==> config.mk <==
export PLATFORM = sky130hd
export DESIGN_NAME = input_pack_mem
export DESIGN_NICKNAME = d
export VERILOG_FILES = /design/src/rtl/input_pack_mem_pkg.sv /design/src/rtl/input_pack_mem_byte_packer.sv /design/src/rtl/input_pack_mem.sv
export SDC_FILE = /design/constraint.sdc
export NUM_CORES = 1
export LEC_CHECK = 0
export CAP_MARGIN = 20
export CORE_ASPECT_RATIO = 1.5
export CORE_UTILIZATION = 55
export DETAILED_ROUTE_END_ITERATION = 10
export PLACE_DENSITY_LB_ADDON = 0.2
export SYNTH_ARGS = -nofsm -noshare
export SYNTH_HDL_FRONTEND = slang
export SYNTH_SLANG_ARGS = --single-unit
==> constraint.sdc <==
create_clock -name clock -period 2.32 [get_ports clock]
set_clock_uncertainty 0.05 [all_clocks]
set_input_delay 0.348 -clock clock [delete_from_list [all_inputs] [get_ports clock]]
set_output_delay 0.348 -clock clock [all_outputs]
set_load 0.02 [all_outputs]
==> src/rtl/input_pack_mem_pkg.sv <==
// Shared definitions for the frame memory byte packer and fetch blocks.
// Holds frame geometry, FSM states and the byte-lane offset helper.
package input_pack_mem_pkg;

    localparam int FRAME_WORDS    = 19200;
    localparam int BYTES_PER_WORD = 16;

    typedef enum logic [1:0] {
        ST_IDLE = 2'd0,
        ST_FILL = 2'd1,
        ST_DONE = 2'd2
    } state_e;

    // Byte k of a group occupies bits [lsb+7:lsb] with lsb = 120 - 8k.
    function automatic logic [6:0] lane_lsb(input logic [3:0] k);
        return 7'(120 - 8 * int'(k));
    endfunction

endpackage

==> src/rtl/input_pack_mem_byte_packer.sv <==
// Collects 16 bytes into a 128-bit word, first byte in the top lane.
// Ports: clear_i drops a partial word, accept_i takes byte_i, word_valid_o/word_o flag a full word.
module input_pack_mem_byte_packer
    import input_pack_mem_pkg::*;
(
    input  logic         clock,
    input  logic         reset_n,
    input  logic         clear_i,
    input  logic         accept_i,
    input  logic [7:0]   byte_i,
    output logic         word_valid_o,
    output logic [127:0] word_o
);

    logic [127:0] sr_q, sr_d;
    logic [3:0]   cnt_q, cnt_d;

    always_comb begin
        sr_d  = sr_q;
        cnt_d = cnt_q;
        if (clear_i) begin
            sr_d  = '0;
            cnt_d = '0;
        end else if (accept_i) begin
            sr_d[lane_lsb(cnt_q) +: 8] = byte_i;
            cnt_d = cnt_q + 4'd1;
        end
    end

    // The last byte bypasses the register so the word is ready on its own edge.
    assign word_valid_o = accept_i && !clear_i && (cnt_q == 4'd15);
    assign word_o       = {sr_q[127:8], byte_i};

    always_ff @(posedge clock or negedge reset_n) begin
        if (!reset_n) begin
            sr_q  <= '0;
            cnt_q <= '0;
        end else begin
            sr_q  <= sr_d;
            cnt_q <= cnt_d;
        end
    end

endmodule

==> src/rtl/input_pack_mem.sv <==
// Packs a byte stream into 128-bit words and writes one frame into memory.
// Ports: start/DataIn/DataValid/input_base_offset in; WriteBus/WriteAddress/WriteEnable/done out.
module input_pack_mem
    import input_pack_mem_pkg::*;
#(
    parameter int WORDS          = FRAME_WORDS,
    parameter int ADDR_W         = 16,
    parameter int BYTES_PER_WORD = 16
) (
    input  logic                        clock,
    input  logic                        reset_n,
    input  logic                        start,
    input  logic [15:0]                 DataIn,
    input  logic                        DataValid,
    input  logic                        input_base_offset,
    output logic [8*BYTES_PER_WORD-1:0] WriteBus,
    output logic [ADDR_W-1:0]           WriteAddress,
    output logic                        WriteEnable,
    output logic                        done
);

    localparam int IDX_W  = ADDR_W - 1;
    localparam int WORD_W = 8 * BYTES_PER_WORD;

    state_e             state_q, state_d;
    logic               base_q, base_d;
    logic [IDX_W-1:0]   idx_q, idx_d;
    logic               last_q, last_d;
    logic               we_q, we_d;
    logic [WORD_W-1:0]  wbus_q, wbus_d;
    logic [ADDR_W-1:0]  addr_q, addr_d;

    logic               accept;
    logic               clear;
    logic               word_valid;
    logic [127:0]       word;
    logic               unused_hi;

    assign unused_hi = ^DataIn[15:8];

    // Once the final word is packed, further bytes are not taken.
    assign accept = DataValid && start && (state_q == ST_FILL) && !last_q;
    assign clear  = (state_q != ST_FILL) || !start;

    input_pack_mem_byte_packer u_packer (
        .clock        (clock),
        .reset_n      (reset_n),
        .clear_i      (clear),
        .accept_i     (accept),
        .byte_i       (DataIn[7:0]),
        .word_valid_o (word_valid),
        .word_o       (word)
    );

    always_comb begin
        state_d = state_q;
        base_d  = base_q;
        idx_d   = idx_q;
        last_d  = last_q;
        we_d    = 1'b0;
        wbus_d  = wbus_q;
        addr_d  = addr_q;
        unique case (state_q)
            ST_IDLE: begin
                base_d = input_base_offset;
                addr_d = {input_base_offset, {IDX_W{1'b0}}};
                idx_d  = '0;
                last_d = 1'b0;
                if (start) state_d = ST_FILL;
            end
            ST_FILL: begin
                if (word_valid) begin
                    wbus_d = WORD_W'(word);
                    we_d   = 1'b1;
                    addr_d = {base_q, idx_q};
                    if (idx_q == IDX_W'(WORDS - 1)) last_d = 1'b1;
                    else idx_d = idx_q + 1'b1;
                end
                if (!start) begin
                    state_d = ST_IDLE;
                    idx_d   = '0;
                    last_d  = 1'b0;
                end else if (we_q && last_q) begin
                    state_d = ST_DONE;
                end
            end
            ST_DONE: begin
                if (!start) state_d = ST_IDLE;
            end
            default: state_d = ST_IDLE;
        endcase
    end

    always_ff @(posedge clock or negedge reset_n) begin
        if (!reset_n) begin
            state_q <= ST_IDLE;
            base_q  <= 1'b0;
            idx_q   <= '0;
            last_q  <= 1'b0;
            we_q    <= 1'b0;
            wbus_q  <= '0;
            addr_q  <= '0;
        end else begin
            state_q <= state_d;
            base_q  <= base_d;
            idx_q   <= idx_d;
            last_q  <= last_d;
            we_q    <= we_d;
            wbus_q  <= wbus_d;
            addr_q  <= addr_d;
        end
    end

    assign WriteBus     = wbus_q;
    assign WriteAddress = addr_q;
    assign WriteEnable  = we_q;
    assign done         = (state_q == ST_DONE);

endmodule

==> key figures <==
Logic synthesis
  • Mapped cell area: roughly 0.012 mm2
  • Top cell type's share of synthesized area: 58.8%
  • Sequential fraction of the synthesis area: about three fifths
  • Synthesized netlist net count: 1320
  • Number of flops mapped to enable cells by yosys: 0
  • Post-synth top cells: 502 x nand2_1, 288 x dfrtp_1, 73 x a21oi_1, 66 x clkbuf_1, 59 x mux2i_1
  • Synth top area cells: dfrtp_1 59%, nand2_1 15%, mux2i_1 4.8%
  • Main synth FF type: dfrtp_1
  • Warnings, synthesis: 0
  • Avg Cell Area, Syn: 9.46 um2
  • Seq cells post-synth: about 290
  • Async set-reset flop share out of synthesis: 100%
  • Post-synth top area cell: dfrtp_1
  • Syn Inst Count: ~1300
  • Count leader, synth: nand2_1
  • Library cells used by synthesis: 55

Clock tree
  • Clock-pin slew on the worst setup and hold paths: ~0.060 ns
  • CTS max path bufs: 3
  • Clk_lat worst skew: 0.53 ns
  • Postcts setup bufs: 0
  • TritonCTS buffer count: 27
  • CTS sink count: between 200 and 300
  • H-tree levels: 1
  • TritonCTS clock tree: done
  • CTS root buf: clkbuf_16

Global routing
  • First-pass GRT wire length: between 50000 and 60000 um
  • Vias in the first global route: ~9700
  • Gr ovfl total: 0
  • Largest net degree at the start of global routing: between 70 and 80
  • Total track usage: 28.2%
  • Initial antenna violation count: 1

Floorplanning
  • Die ar.: about 0.023 mm2
  • FP Rows: 66
  • Die H: between 150 and 200 um
  • Chip Width: between 100 and 150 um
  • Core Area: roughly 0.022 mm2
  • Starting Density: 56.2%
  • Number of top-level pins: 167

Timing
  • Endpoints failing hold: 0
  • Worst rel slew slack: 49.9%
  • Max-slew violations: 0
  • Tcrit/Tclk final: between 90% and 100%
  • RSZ-0062 raised after global routing: false
  • Setup WS post-layout: between 0.1 and 0.15 ns
  • Setup TNS: 0 ns
  • Clock period minus worst slack: 2.21 ns
  • F_max: between 0.4 and 0.5 GHz
  • Final setup fails: 0
  • Slew at the pin closest to its max-slew limit: 0.750 ns

Place
  • Number of I/O port buffers: between 150 and 200
  • Pre-CTS WS: ~0.038 ns
  • DP HPWL: between 20000 and 25000 um
  • RePlAce Congestion: around 0.83

Power
  • Power Dens Cells: about 630 mW/mm2
  • Comb pwr share: roughly 4.1%
  • Leak: around 0.0074 uW
  • Clock power frac: about 44%
  • Internal power: 7530 uW
  • Maximum VDD drop: slightly below 0.5 mV
  • Psw: about 2100 uW
  • Sw Ratio: around 22%
  • Reg power frac: between 50% and 60%

Final layout
  • Fill cells: 1700
  • Layout cells sized above 1: around 8.7%
  • Area delta synth->final: 25.1%
  • Total Nets Final: ~1500
  • Area occupied by registers: 0.00721 mm2
  • Final Util: between 70% and 80%
  • Area of the multi-input gates: 0.00463 mm2

Worst setup path
  • R2r worst-path depth: 5
  • Launching point of the worst reg2reg path: idx_q[0]
  • Crit path launch type: flop
  • R2R Path End: idx_q[9]
  • Worst Path Max Fanout: 19
  • Crit path DAT: about 2.6 ns
  • WS Path Type: flop to flop
  • Worst Path Required: around 2.7 ns
  • Worst Setup End Kind: flop
  • R2r setup slk: 0.11 ns

Worst hold path
  • Hold Path Class: input pin to async pin

Drt
  • Pre-Repair DR Iteration Count: 5
  • Detail Route Antenna Nets: 0
  • Vias per Instance: ~5.7
  • 1st-iter DRT viols: a little under 800
  • Vias after detailed routing: 9868
  • Avg WL per Cell: 17.9 um
  • Post-Route WL: approximately 31000 um
  • DRC errors left: 0

Job
  • MaxCap Viol Count: 0

Outcome
  • Outcome: finished, final reports clean
==> repair_timing <==
action                                  CTS  global route
gates cloned                              0             0
pin swaps                                 0             0
hold buffers                              1             0
resized for setup                         2             3
endpoints found under the setup margin    1            16
hold endpoints to repair                 62             0
==> per-stage QoR <==
stage,instances,instance area [um2],hold WS (ns),power (uW)
after floorplan,1295,12200,0.00241,5270
after global placement,1692,14500,0.297,5520
after detailed placement,1692,14500,0.297,5530
after CTS,1739,15300,0.341,9740
after global routing,1740,15300,0.397,9960
final,1740,15300,0.326,9670
==> worst max-delay path by stage <==
stage | to | cells past startpoint | slack, ns | startpoint
after floorplan | u_packer.sr_q[110] | 9 | 0.17 | u_packer.cnt_q[0]
after global placement | u_packer.sr_q[27] | 6 | 0.05 | DataValid
after detailed placement | idx_q[6] | 5 | 0.04 | start
after CTS | u_packer.sr_q[71] | 6 | 0.12 | u_packer.cnt_q[1]
after global routing | idx_q[5] | 5 | 0.02 | idx_q[0]
final | idx_q[9] | 5 | 0.11 | idx_q[0]
==> layout by cell type, fill, tap and decap left out, types with 5 or more instances in the layout <==
master / netlist / final
and4_1: 5 / 5
or4_1: 22 / 22
mux2i_1: 59 / 59
a21oi_1: 73 / 71
nand2b_1: 5 / 5
clkbuf_8: 0 / 8
nand3_1: 46 / 46
clkdlybuf4s50_1: 0 / 156
nand2_1: 502 / 501
o31ai_1: 38 / 38
buf_12: 0 / 15
dfrtp_1: 288 / 287
a22o_1: 8 / 8
nand4_1: 24 / 24
buf_4: 1 / 51
nor2_1: 21 / 20
clkinv_2: 0 / 5
or3_1: 19 / 19
clkbuf_16: 0 / 27
o21ai_0: 30 / 30
==> metal layers <==
metal  up-vias  wire length [um]  GRT usage [%]
met5         -                 0              0
met4         0              1270           12.0
met3        81              1460           3.02
met2       321             15400           46.5
met1      4831             12900           37.7
li1       4635                 -              -
==> area by class of cell <==
cell class,count,share of cell area (%)
Inverter,6,0.163
Tap cell,272,2.22
Clock buffer,39,5.23
Timing Repair Buffer,225,14.9
Multi-Input combinational cell,902,30.2
Clock inverter,7,0.269
Antenna cell,1,0.0163
Sequential cell,288,47.0
==> sequential cells by signal, indices dropped and copies added, names as in the netlist <==
register / count
idx_q: 15
u_packer.sr_q: 120
base_q: 1
last_q: 1
WriteEnable: 1
WriteAddress: 16
u_packer.cnt_q: 4
WriteBus: 128
state_q: 2
==> power groups by stage <==
stage	logic [uW]	registers, uW	clock network, uW
floorplan	136	5130	0
global placement	389	5130	0
detailed placement	395	5130	0
CTS	399	5040	4300
global route	434	5040	4490
finish	396	5040	4230
==> worst max-delay path, cell delays in order (launching register included) <==
cell and delay, ns:
dfrtp_1 0.44, ha_1 0.26, and4_1 0.27, and4_1 0.40
or4_1 0.57, a21oi_1 0.15
==> cell families (layout without fill, tap and decap cells) <==
logic type / Yosys count / count (layout) / synth area share, %
AND/OR/NAND/NOR: 670 / 670 / 23.7
other: 0 / 1 / 0
XOR/XNOR: 3 / 3 / 0.215
buffers and inverters: 105 / 277 / 3.63
flip-flops: 288 / 288 / 58.8
multiplexers: 59 / 59 / 4.82
AO/OA/AOI/OAI: 166 / 166 / 8.42
adder cells (fa/ha/maj): 4 / 4 / 0.409
No activity file was read; power rests on OpenSTA's default activity.
